<file path="src/rtl/fix_pkg.sv">
// Shared state type and byte constants for the FIX stream front end.
package fix_pkg;

    typedef enum logic [2:0] {IDLE, TAG, VAL, CKV, SKIP, DONE} state_t;

    localparam logic [7:0]  ASCII_0   = 8'h30;
    localparam logic [7:0]  ASCII_9   = 8'h39;
    localparam logic [7:0]  ASCII_8   = 8'h38;
    localparam logic [7:0]  SOH       = 8'h01;
    localparam logic [7:0]  EQ        = 8'h3D;
    localparam logic [15:0] TAG_CKSUM = 16'h3130;

    function automatic logic is_digit(input logic [7:0] b);
        return (b >= ASCII_0) && (b <= ASCII_9);
    endfunction

endpackage

</file>
<file path="src/rtl/fix_cksum_acc.sv">
// Running modulo-256 message sum, per-field snapshot, and decimal checksum accumulator.
module fix_cksum_acc
    import fix_pkg::*;
(
    input  logic       clk,
    input  logic       rst,
    input  logic [7:0] data_i,
    input  logic       start_i,
    input  logic       add_i,
    input  logic       snap_i,
    input  logic       ck_clr_i,
    input  logic       ck_digit_i,
    output logic [7:0] fsum_o,
    output logic [9:0] ck_acc_o,
    output logic [1:0] ck_digits_o
);

    logic [7:0] sum_q, sum_d;
    logic [7:0] fsum_q, fsum_d;
    logic [9:0] ck_acc_q, ck_acc_d;
    logic [1:0] ck_digits_q, ck_digits_d;
    logic [7:0] digit;

    always_comb begin
        sum_d       = sum_q;
        fsum_d      = fsum_q;
        ck_acc_d    = ck_acc_q;
        ck_digits_d = ck_digits_q;
        digit       = data_i - ASCII_0;

        if (start_i) begin
            sum_d  = data_i;
            fsum_d = '0;
        end else if (add_i) begin
            sum_d = sum_q + data_i;
        end
        // Snapshot includes the byte that closes the previous field.
        if (snap_i) begin
            fsum_d = sum_q + data_i;
        end

        if (ck_clr_i) begin
            ck_acc_d    = '0;
            ck_digits_d = '0;
        end else if (ck_digit_i) begin
            ck_acc_d    = ck_acc_q * 10'd10 + {2'b00, digit};
            ck_digits_d = ck_digits_q + 2'd1;
        end
    end

    always_ff @(posedge clk) begin
        if (rst) begin
            sum_q       <= '0;
            fsum_q      <= '0;
            ck_acc_q    <= '0;
            ck_digits_q <= '0;
        end else begin
            sum_q       <= sum_d;
            fsum_q      <= fsum_d;
            ck_acc_q    <= ck_acc_d;
            ck_digits_q <= ck_digits_d;
        end
    end

    assign fsum_o      = fsum_q;
    assign ck_acc_o    = ck_acc_q;
    assign ck_digits_o = ck_digits_q;

endmodule

</file>
<file path="src/rtl/fix_stream_ctrl.sv">
// Frames FIX messages from "8=" to "10=nnn<SOH>", strips delimiters for the
// tag/value extractor, and reports checksum/format status per message.
module fix_stream_ctrl
    import fix_pkg::*;
#(
    parameter int unsigned MAX_TAG_LEN   = 4,
    parameter int unsigned MAX_VALUE_LEN = 32
) (
    input  logic       clk,
    input  logic       rst,
    input  logic       in_valid_i,
    input  logic [7:0] in_data_i,
    output logic       in_ready_o,
    output logic [7:0] data_o,
    output logic       start_tag_o,
    output logic       start_value_o,
    output logic       msg_done_o,
    output logic       cksum_err_o,
    output logic       fmt_err_o,
    output logic [7:0] field_cnt_o,
    output logic [7:0] cksum_o
);

    localparam int unsigned TL_W = $clog2(MAX_TAG_LEN + 1);
    localparam int unsigned VL_W = $clog2(MAX_VALUE_LEN + 1);

    state_t          state_q, state_d;
    logic [TL_W-1:0] tag_len_q, tag_len_d;
    logic [15:0]     tag_sr_q, tag_sr_d;
    logic [VL_W-1:0] val_len_q, val_len_d;
    logic [7:0]      field_cnt_q, field_cnt_d;
    logic [7:0]      data_q, data_d;
    logic            start_tag_q, start_tag_d;
    logic            start_value_q, start_value_d;
    logic            msg_done_q, msg_done_d;
    logic            cksum_err_q, cksum_err_d;
    logic            fmt_err_q, fmt_err_d;
    logic [7:0]      field_out_q, field_out_d;
    logic [7:0]      cksum_out_q, cksum_out_d;

    logic       hs;
    logic       acc_start, acc_add, acc_snap, ck_clr, ck_digit;
    logic       done_now, done_fmt;
    logic [7:0] fsum;
    logic [9:0] ck_acc;
    logic [1:0] ck_digits;

    // Combinational on rst so no byte can be taken while reset is held.
    assign in_ready_o = !rst && (state_q != DONE);
    assign hs         = in_valid_i && in_ready_o;

    fix_cksum_acc u_cksum (
        .clk         (clk),
        .rst         (rst),
        .data_i      (in_data_i),
        .start_i     (acc_start),
        .add_i       (acc_add),
        .snap_i      (acc_snap),
        .ck_clr_i    (ck_clr),
        .ck_digit_i  (ck_digit),
        .fsum_o      (fsum),
        .ck_acc_o    (ck_acc),
        .ck_digits_o (ck_digits)
    );

    always_comb begin
        state_d       = state_q;
        tag_len_d     = tag_len_q;
        tag_sr_d      = tag_sr_q;
        val_len_d     = val_len_q;
        field_cnt_d   = field_cnt_q;
        data_d        = data_q;
        start_tag_d   = 1'b0;
        start_value_d = 1'b0;
        msg_done_d    = 1'b0;
        cksum_err_d   = cksum_err_q;
        fmt_err_d     = fmt_err_q;
        field_out_d   = field_out_q;
        cksum_out_d   = cksum_out_q;
        acc_start     = 1'b0;
        acc_add       = 1'b0;
        acc_snap      = 1'b0;
        ck_clr        = 1'b0;
        ck_digit      = 1'b0;
        done_now      = 1'b0;
        done_fmt      = 1'b0;

        if (state_q == DONE) begin
            state_d = IDLE;
        end else if (hs) begin
            acc_add = (state_q != IDLE);
            case (state_q)
                IDLE: begin
                    if (in_data_i == ASCII_8) begin
                        state_d     = TAG;
                        tag_len_d   = TL_W'(1);
                        tag_sr_d    = {8'h00, in_data_i};
                        field_cnt_d = '0;
                        acc_start   = 1'b1;
                        start_tag_d = 1'b1;
                        data_d      = in_data_i;
                    end
                end
                TAG: begin
                    if (in_data_i == EQ) begin
                        if (tag_len_q == '0) begin
                            state_d = SKIP;
                        end else if (tag_len_q == TL_W'(2) && tag_sr_q == TAG_CKSUM) begin
                            state_d = CKV;
                            ck_clr  = 1'b1;
                        end else begin
                            state_d   = VAL;
                            val_len_d = '0;
                            if (field_cnt_q != 8'hFF) field_cnt_d = field_cnt_q + 8'd1;
                        end
                    end else if (in_data_i == SOH || tag_len_q == TL_W'(MAX_TAG_LEN)) begin
                        state_d = SKIP;
                    end else begin
                        tag_len_d   = tag_len_q + TL_W'(1);
                        tag_sr_d    = {tag_sr_q[7:0], in_data_i};
                        start_tag_d = 1'b1;
                        data_d      = in_data_i;
                    end
                end
                VAL: begin
                    if (in_data_i == SOH) begin
                        state_d   = TAG;
                        acc_snap  = 1'b1;
                        tag_len_d = '0;
                        tag_sr_d  = '0;
                    end else if (in_data_i != EQ) begin
                        if (val_len_q == VL_W'(MAX_VALUE_LEN)) begin
                            state_d = SKIP;
                        end else begin
                            val_len_d     = val_len_q + VL_W'(1);
                            start_value_d = 1'b1;
                            data_d        = in_data_i;
                        end
                    end
                end
                CKV: begin
                    if (is_digit(in_data_i)) begin
                        if (ck_digits == 2'd3) begin
                            state_d = SKIP;
                        end else begin
                            ck_digit      = 1'b1;
                            start_value_d = 1'b1;
                            data_d        = in_data_i;
                        end
                    end else if (in_data_i == SOH) begin
                        done_now = 1'b1;
                        done_fmt = (ck_digits != 2'd3);
                    end else begin
                        state_d = SKIP;
                    end
                end
                SKIP: begin
                    if (in_data_i == SOH) begin
                        done_now = 1'b1;
                        done_fmt = 1'b1;
                    end
                end
                default: state_d = IDLE;
            endcase
        end

        if (done_now) begin
            state_d     = DONE;
            msg_done_d  = 1'b1;
            fmt_err_d   = done_fmt;
            cksum_err_d = !done_fmt && (ck_acc != {2'b00, fsum});
            field_out_d = field_cnt_q;
            cksum_out_d = fsum;
        end
    end

    always_ff @(posedge clk) begin
        if (rst) begin
            state_q       <= IDLE;
            tag_len_q     <= '0;
            tag_sr_q      <= '0;
            val_len_q     <= '0;
            field_cnt_q   <= '0;
            data_q        <= '0;
            start_tag_q   <= 1'b0;
            start_value_q <= 1'b0;
            msg_done_q    <= 1'b0;
            cksum_err_q   <= 1'b0;
            fmt_err_q     <= 1'b0;
            field_out_q   <= '0;
            cksum_out_q   <= '0;
        end else begin
            state_q       <= state_d;
            tag_len_q     <= tag_len_d;
            tag_sr_q      <= tag_sr_d;
            val_len_q     <= val_len_d;
            field_cnt_q   <= field_cnt_d;
            data_q        <= data_d;
            start_tag_q   <= start_tag_d;
            start_value_q <= start_value_d;
            msg_done_q    <= msg_done_d;
            cksum_err_q   <= cksum_err_d;
            fmt_err_q     <= fmt_err_d;
            field_out_q   <= field_out_d;
            cksum_out_q   <= cksum_out_d;
        end
    end

    assign data_o        = data_q;
    assign start_tag_o   = start_tag_q;
    assign start_value_o = start_value_q;
    assign msg_done_o    = msg_done_q;
    assign cksum_err_o   = cksum_err_q;
    assign fmt_err_o     = fmt_err_q;
    assign field_cnt_o   = field_out_q;
    assign cksum_o       = cksum_out_q;

endmodule

</file>
<file path="config.mk">
export PLATFORM = sky130hd
export DESIGN_NAME = fix_stream_ctrl
export DESIGN_NICKNAME = d
export VERILOG_FILES = /design/src/rtl/fix_pkg.sv /design/src/rtl/fix_cksum_acc.sv /design/src/rtl/fix_stream_ctrl.sv
export SDC_FILE = /design/constraint.sdc
export NUM_CORES = 1
export LEC_CHECK = 0
export CORE_MARGIN = 2
export CORE_UTILIZATION = 45
export DETAILED_ROUTE_END_ITERATION = 16
export PLACE_DENSITY = 0.61
export SLEW_MARGIN = 20
export SYNTH_ARGS = -nofsm -noshare
export SYNTH_HDL_FRONTEND = slang
export SYNTH_SLANG_ARGS = --single-unit
</file>
<file path="constraint.sdc">
create_clock -name clk -period 7.6 [get_ports clk]
set_clock_uncertainty 0.2 [all_clocks]
set_input_delay 1.52 -clock clk [delete_from_list [all_inputs] [get_ports clk]]
set_output_delay 1.52 -clock clk [all_outputs]
set_load 0.05 [all_outputs]
</file>
==> impl_metrics.ini <==
[power]
sw_frac_of_total = 0.2185
irDropWorstVdd_uv = 109.3
comb_power_share = 0.051
p_int_mw = 0.7933
p_total_mw = 1.015
p_seq_frac = 0.481
total_leakage_power_nw = 2.255
powerDensity_mw_per_mm2 = 170.6
p_sw_mw = 0.2218
pwr-share-clk = 0.468

[floorplan]
dieArea_mm2 = 0.01240
die_x_um = 111.4
rows = 39
initial_core_util = 0.4582
ioPinCount = 41
core-area_mm2 = 0.01132
die_y_um = 111.4

[critical_path]
startpoint_type = input pin
max_stage_delay_ns = 0.69
critical_path_class = in2out
critPathRequiredTime_ns = 5.88
crit_chain = buf_2, clkinv_1, and2_1, clkdlybuf4s50_1
critPathSlowestCell = buf_2
endpoint_kind = output port
arrival_ns = 3.29
crit_fanout = 50

[synth]
synth_commonest_cells = 93 x dfxtp_1, 80 x nand2_1, 53 x a21oi_1
synth_top_area_share = 0.3589
synth_seq_area_share = 0.3589
ys_ff_latch = 93
ys_top_cells_by_area = dfxtp_1 36%, ha_1 8.2%, nand2_1 5.8%
netlist_area_mm2 = 0.005187
yosysTopAreaCell = dfxtp_1
yosysUniqueCellTypes = 78
synth_most_common_cell = dfxtp_1
yosysWarnings = 0
netlist_instances = 615
syn_area_per_cell_um2 = 8.435
syn_nets = 663
synth_edf_count = 0
ys_async_sr_fraction = 0
ys.flop_type = dfxtp_1

[run]
drv_cap = 0

[timing]
setup_violations = 0
hold_viol = 0
maxSlewHeadroom = 0.3772
setup-tns-final_ns = 0
rsz0062_at_grt = false
fmax_mhz = 199.8
max_slew.worst_pin.slew_ns = 0.9342
fin_crit_ns = 5.005
layout_worst_path_cycle_share = 0.6586
whs_ns = 0.2511
slew_viol_final = 0

[clock_network]
clock-sinks = 93
path_clk_slew_ns = 0.06
cts_htree_levels = 3
post_cts_resized = 0
cts_buffer_depth = 2
insertion_delay_ns = 0.35
hold_buffers = 0
cts_tree = built
cts_made_buffers = 9
cts_root_buf = clkbuf_16
postCtsSetupBuffers = 0

[place]
io_buffers = 40
placed_area_mm2 = 0.005642
routabilityCongestion = 0.8328
dp_hpwl_um = 9139

[layout]
design_area_mm2 = 0.005951
diodes = 0
nNetsFinal = 691
drive_gt1_frac = 0.05864
utilization = 0.5256
syn2layout_area_growth_pct = 14.71
nFillCells = 1083

[detailed_routing]
vias = 4498
wl_per_cell_um = 16.15
wl_um = 12770
drt_pass1_iterations = 5
viasPerCell = 5.686
first_iter_violations = 276
postRouteAntennaNets = 0
drc_errors = 0

[grt]
grt_max_degree = 51
grtUsageTotal = 0.2168
grt-ovfl-total = 0
grt_pass1_vias = 4401
antenna_found_initial = 0
grt_pass1_wl_um = 22010

[status]
status = complete, no violations

[min_path]
holdCritPathClass = reg2reg
[metal layers]
metal	track usage	vias to the layer above	wire length [µm]
li1	-	2245	-
met1	0.2917	2147	6112
met2	0.3553	88	6016
met3	0.03538	18	401
met4	0.07572	0	243
met5	0	-	0
[cells by family after synthesis]
kind of cell	after synthesis	synth area share
simple gates	257	0.2634
compound gates	135	0.1664
flops	93	0.3589
buf+inv	55	0.04775
fa+ha+maj	37	0.09359
xor+xnor	26	0.04655
mux	12	0.02340
[worst paths after layout]
path / from / end / slack [ns] / cells past startpoint
min: tag_sr_q[13] / tag_sr_q[13] / 0.25 / 2
max reg2reg: u_cksum.ck_acc_o[1] / u_cksum.ck_acc_o[9] / 4.46 / 12
max: rst / in_ready_o / 2.59 / 4
min reg2reg: tag_sr_q[13] / tag_sr_q[13] / 0.25 / 2
[stage by stage]
| stage | setup slack, ns | instances |
|---|---|---|
| floorplan | 3.498 | 615 |
| global placement | 2.574 | 775 |
| detailed placement | 2.552 | 775 |
| CTS | 2.554 | 791 |
| global route | 2.419 | 791 |
| finish | 2.595 | 791 |
[critical path: cells and delay by family]
kind                   cells  cell delay, ns
AND/OR/NAND/NOR            1            0.18
buffers and inverters      3            1.58
[cell type report]
type	instances	area, µm²	share of cell area
inverters	30	112.6	0.01892
clock buffers	12	236.5	0.03974
multi-input cells	467	3078	0.5172
repair buffers	42	410.4	0.06897
well taps	143	178.9	0.03007
flip-flops and latches	93	1862	0.3129
clock inverters	4	72.57	0.01220
[state kept, by name, summed over array words and instances, names as in the netlist]
| signal | count |
|---|---|
| tag_sr_q | 16 |
| u_cksum.ck_acc_o | 10 |
| cksum_o | 8 |
| data_o | 8 |
| field_cnt_o | 8 |
| field_cnt_q | 8 |
| u_cksum.fsum_o | 8 |
| u_cksum.sum_q | 8 |
| val_len_q | 6 |
| state_q | 3 |
| tag_len_q | 3 |
| u_cksum.ck_digits_o | 2 |
| cksum_err_o | 1 |
| fmt_err_o | 1 |
| msg_done_o | 1 |
| start_tag_o | 1 |
| start_value_o | 1 |
[cell usage in the layout, fill, tap and decap left out, drive strengths merged, types with 6 or more instances in the layout]
cell,synthesis,layout
nor3,14,14
and2,9,9
a21oi,54,54
a21o,6,6
o21ai,24,24
mux2i,11,11
ha,34,34
nand3,53,53
clkbuf,10,12
nor2,46,46
inv,29,29
and3,7,7
xnor2,23,23
dfxtp,93,93
a211oi,7,7
nand4,10,10
nand2,80,80
clkdlybuf4s50,0,39
[power groups by stage]
stage               clock (mW)  combinational [mW]  sequential [mW]
floorplan                    0              0.0321            0.499
global placement             0              0.0508            0.499
detailed placement           0              0.0518            0.499
CTS                      0.487              0.0520            0.488
global route             0.507              0.0575            0.487
finish                   0.475              0.0522            0.488
Note: power is estimated with default switching activity, not from simulation.
